## config.mk

```make
export PLATFORM = sky130hd
export DESIGN_NAME = uart_rx_packet_ctrl
export DESIGN_NICKNAME = d
export VERILOG_FILES = /design/src/rtl/uart_rx_packet_ctrl.sv
export SDC_FILE = /design/constraint.sdc
export NUM_CORES = 1
export LEC_CHECK = 0
export CAP_MARGIN = 10
export CORE_MARGIN = 2
export CORE_UTILIZATION = 54
export DETAILED_ROUTE_END_ITERATION = 8
export PLACE_DENSITY = 0.76
export SLEW_MARGIN = 20
export SYNTH_ARGS = -nofsm -noshare
export SYNTH_HDL_FRONTEND = slang
export SYNTH_SLANG_ARGS = --single-unit
```

## constraint.sdc

```tcl
create_clock -name clk_100MHZ -period 2.5 [get_ports clk_100MHZ]
set_input_delay 0.5 -clock clk_100MHZ [delete_from_list [all_inputs] [get_ports clk_100MHZ]]
set_output_delay 0.5 -clock clk_100MHZ [all_outputs]
set_load 0.005 [all_outputs]
```

## src/rtl/uart_rx_packet_ctrl.sv

```systemverilog
// uart_rx_packet_ctrl: frames receiver bytes as SYNC/LEN/payload/CSUM, holds a verified payload for valid/ack random-access read, reports errors
module uart_rx_packet_ctrl #(
  parameter logic [7:0] SYNC_BYTE      = 8'hA5,
  parameter int         MAX_LEN        = 16,
  parameter int         AW             = 4,
  parameter int         TIMEOUT_CYCLES = 1_041_600
) (
  input  logic          clk_100MHZ,
  input  logic          reset,
  input  logic [7:0]    rx_data,
  input  logic          rx_flag,
  output logic          rx_clear,
  output logic          packet_valid,
  input  logic          packet_ack,
  output logic [AW:0]   pkt_len,
  input  logic [AW-1:0] rd_addr,
  output logic [7:0]    rd_data,
  output logic          err_csum,
  output logic          err_len,
  output logic          err_timeout,
  output logic [7:0]    err_count,
  output logic [7:0]    overrun_count
);
  localparam int TW = $clog2(TIMEOUT_CYCLES + 1);
  typedef enum logic [2:0] {IDLE, LEN, PAYLOAD, CSUM, HOLD} state_t;
  state_t        state_q;
  logic          clr_pending_q;
  logic [AW:0]   len_q;
  logic [AW-1:0] idx_q;
  logic [7:0]    csum_q;
  logic [TW-1:0] tmr_q;
  logic [7:0]    mem_q [2**AW];
  logic          accept, timed, len_ok, last, e_len, e_csum, e_tmo;
  always_comb begin
    accept  = rx_flag && !clr_pending_q;
    timed   = state_q inside {LEN, PAYLOAD, CSUM};
    len_ok  = rx_data != 8'd0 && rx_data <= 8'(MAX_LEN);
    last    = {1'b0, idx_q} == len_q - 1'b1;
    e_len   = accept && state_q == LEN && !len_ok;
    e_csum  = accept && state_q == CSUM && rx_data != csum_q;
    e_tmo   = timed && !accept && tmr_q == TW'(TIMEOUT_CYCLES - 1);
    rd_data = (packet_valid && {1'b0, rd_addr} < pkt_len) ? mem_q[rd_addr] : 8'h00;
  end
  always_ff @(posedge clk_100MHZ) begin
    if (reset) begin
      state_q       <= IDLE;
      clr_pending_q <= 1'b0;
      rx_clear      <= 1'b0;
      packet_valid  <= 1'b0;
      pkt_len       <= '0;
      err_csum      <= 1'b0;
      err_len       <= 1'b0;
      err_timeout   <= 1'b0;
      err_count     <= 8'd0;
      overrun_count <= 8'd0;
      len_q         <= '0;
      idx_q         <= '0;
      csum_q        <= 8'd0;
      tmr_q         <= '0;
    end else begin
      rx_clear      <= accept;
      clr_pending_q <= accept || (clr_pending_q && rx_flag);
      err_len       <= e_len;
      err_csum      <= e_csum;
      err_timeout   <= e_tmo;
      if ((e_len || e_csum || e_tmo) && err_count != 8'hFF) err_count <= err_count + 8'd1;
      tmr_q <= (timed && !accept) ? tmr_q + 1'b1 : '0;
      if (e_tmo) state_q <= IDLE;
      else if (accept)
        case (state_q)
          IDLE: if (rx_data == SYNC_BYTE) state_q <= LEN;
          LEN: begin
            state_q <= len_ok ? PAYLOAD : IDLE;
            len_q   <= rx_data[AW:0];
            csum_q  <= rx_data;
            idx_q   <= '0;
          end
          PAYLOAD: begin
            csum_q <= csum_q + rx_data;
            idx_q  <= idx_q + 1'b1;
            if (last) state_q <= CSUM;
          end
          CSUM: begin
            state_q      <= e_csum ? IDLE : HOLD;
            packet_valid <= !e_csum;
            if (!e_csum) pkt_len <= len_q;
          end
          HOLD: if (overrun_count != 8'hFF) overrun_count <= overrun_count + 8'd1;
          default: state_q <= IDLE;
        endcase
      if (state_q == HOLD && packet_ack) begin
        state_q      <= IDLE;
        packet_valid <= 1'b0;
      end
    end
  end
  always_ff @(posedge clk_100MHZ)
    if (accept && state_q == PAYLOAD) mem_q[idx_q] <= rx_data;
endmodule

```

==> impl_metrics.tcl <==
set metrics [dict create \
    overflow 0 \
    worst_setup_path_end_kind "primary output" \
    syn_inst 662 \
    yosys.area.top_type "edfxtp_1" \
    antenna_found_initial 0 \
    ctsHoldBuffers 0 \
    yosysMostFrequentCell "edfxtp_1" \
    cp_max_fo 18 \
    gp_congestion 0.885 \
    drive_gt1_share_pct 23.9 \
    cts_tree "built" \
    maxSlewHeadroom_pct 55.5 \
    die_area_um2 17200 \
    die_x_um 131 \
    rrSetupSlack_ps 260 \
    crit_required_ps 2000 \
    stdcell_area_um2 10600 \
    design.core.area_um2 15800 \
    syn_area_um2 8730 \
    path_clk_slew_ps 70 \
    start_util_pct 55.2 \
    cp-start-kind "input port" \
    finalCritPeriodShare_pct 104 \
    final.setup.worst_slack_ps -94.7 \
    post-route-drc-count 0 \
    seq_area_frac_synth_pct 59.4 \
    fin_cells 1008 \
    maxCapViolCount 0 \
    syn-num-nets 697 \
    min_period_ps 2590 \
    fp-row-count 46 \
    yosysUniqueCellTypes 71 \
    fill_cells 1159 \
    leakagePower_nw 3.61 \
    hold_class "flop to flop" \
    ys_ff_latch 195 \
    finalHoldViolations 0 \
    die_y_um 131 \
    critPathTopFamily "multiplexers" \
    drtPass1Iterations 4 \
    slew_violations 0 \
    wire_per_inst_um 20.6 \
    yosys-top-cells-count "edfxtp_1 (128), dfxtp_1 (67), nor2_1 (60)" \
    post_dp_cell_area_um2 9900 \
    synth_edf_count 128 \
    port_buffers 49 \
    placedCellCount 972 \
    wl_um 20700 \
    ant_nets 0 \
    critPathBufInv 4 \
    grt.total_usage_pct 24.7 \
    critPathMaxStageDelay_ps 520 \
    grt_pass1_wl_um 32500 \
    clock_path_buffers 2 \
    synthArstFlopShare_pct 0 \
    path_class "input port to primary output" \
    setup-violations-final 8 \
    grt_max_degree 38 \
    dp_hpwl_um 13800 \
    diodes 0 \
    path_common_cell "mux4_2" \
    cts_root_buf "clkbuf_16" \
    path_cells "clkdlybuf4s15_2, buf_12, mux4_2, mux4_2, inv_2, a211oi_4, buf_2" \
    nets 814 \
    ir_drop_uv 529 \
    drt-initial-drc-count 473 \
    via_per_inst 5.85 \
    grt_pass1_vias 5928 \
    cpMaxStageDelayCell "mux4_2" \
    area_growth_pct 21.5 \
    fmax_mhz 385 \
    yosys-top-cells-area "edfxtp_1 (44%), dfxtp_1 (15%), mux4_2 (10%), ha_1 (2.6%), nor2_1 (2.6%)" \
    clk_latency_ps 440 \
    outcome "finished, violations left" \
    rsz0062_at_grt "true" \
    synth_top_cell_area_share_pct 44.0 \
    clock_sinks 195 \
    power.density_nw_per_um2 595 \
    cts_buffers 17 \
    worstPathArrival_ps 2090 \
    io_pins 50 \
    clock_skew_ps 10.5 \
    yosysWarnings 0 \
    cts_max_level 4 \
    synth_top_flop_cell "edfxtp_1" \
    avgSynthCellArea_um2 13.2 \
    violations "setup timing" \
    vias 5895 \
    tightest_slew_ps 668 \
]
-- power breakdown --
group	total, mW	switching, mW	internal, mW
Combinational	0.335	0.170	0.165
Clock	2.56	1.25	1.30
Sequential	3.43	0.00118	3.43
-- state kept, by name, summed over array words and instances, names as in the netlist --
name / count
rx_clear: 1
pkt_len: 5
state_q: 3
idx_q: 4
mem_q: 128
err_count: 8
packet_valid: 1
tmr_q: 20
clr_pending_q: 1
csum_q: 8
err_len: 1
err_csum: 1
len_q: 5
err_timeout: 1
overrun_count: 8
-- cell usage in the layout, fill, tap and decap left out, types with 5 or more instances in the layout --
cell type          n
ha_1              17
nor4_1             7
dfxtp_1           66
inv_1             19
nor2_1            60
inv_6              5
or4_1              5
mux2_1             7
clkbuf_16         17
buf_2              9
and4_1             5
inv_2              9
xnor2_1           12
edfxtp_1         128
or3_1              7
clkdlybuf4s50_1   33
buf_4             66
nand2b_1           8
nor3_1            16
nand4_1           10
a21oi_1           27
a211oi_2           8
xor2_1            16
nand2_1           49
nand3_1           21
a211oi_1           5
mux4_2            40
nor2b_1           14
o21ai_0           15
-- cells by family after synthesis --
| family | after synthesis | synth area share (%) |
|---|---|---|
| and+or+nand+nor | 229 | 13.6 |
| xor gates and xnor gates | 28 | 2.81 |
| buffers and inverters | 54 | 2.82 |
| AOI/OAI and AO/OA | 87 | 7.02 |
| adders and majority gates | 19 | 2.81 |
| muxes | 50 | 11.6 |
| DFF | 195 | 59.4 |
-- metrics by stage --
step | total power, mW | hold slack [ps] | utilization [%] | setup TNS (ps) | worst slack (ps)
3_3_place_gp | 3.78 | 434 | 62.5 | -11790 | -740
6_report | 6.32 | 470 | 67.0 | -402 | -94.7
5_1_grt | 6.50 | 483 | 67.0 | -864 | -138
2_1_floorplan | 3.66 | 426 | - | 0 | 48.7
3_5_place_dp | 3.80 | 456 | 62.5 | -12220 | -817
4_1_cts | 6.35 | 472 | 66.8 | -460 | -90.5
-- worst register-to-register path, cell delays in order (launching register included) --
cell	delay, ps
dfxtp_1	390
or4_1	540
nor4_2	320
a32oi_2	140
buf_4	180
a211oi_2	230
mux2_1	330
-- cell type report --
class | count | area [um2] | area share, %
sequential | 195 | 5190 | 48.9
multi-input combinational | 413 | 3370 | 31.7
timing repair buffer | 124 | 1140 | 10.7
clock buffer | 18 | 429 | 4.04
tap | 216 | 270 | 2.55
clock inverter | 14 | 116 | 1.10
inverter | 28 | 105 | 0.990
-- metal layers --
metal / vias up / track usage [%] / part of all wire [%]
li1: 2738 / - / -
met1: 2928 / 29.9 / 40
met2: 192 / 43.0 / 52
met3: 37 / 5.71 / 5.8
met4: 0 / 9.48 / 2.2
met5: - / 0 / 0
-- worst paths after layout --
path         cells past startpoint           end  startpoint
min                              1      tmr_q[0]    tmr_q[0]
max reg2reg                      6  err_count[6]   tmr_q[12]
min reg2reg                      1      tmr_q[0]    tmr_q[0]
max                              7    rd_data[2]  rd_addr[1]
-- what timing repair did --
item                                   in CTS  in global routing
pin swaps                                   8                 13
setup endpoints to repair                   8                 19
resized for setup                          68                  7
endpoints found under the hold margin       0                  0
setup buffers                               0                  1
cloned                                      3                  0
(Power assumes the default switching activity.)
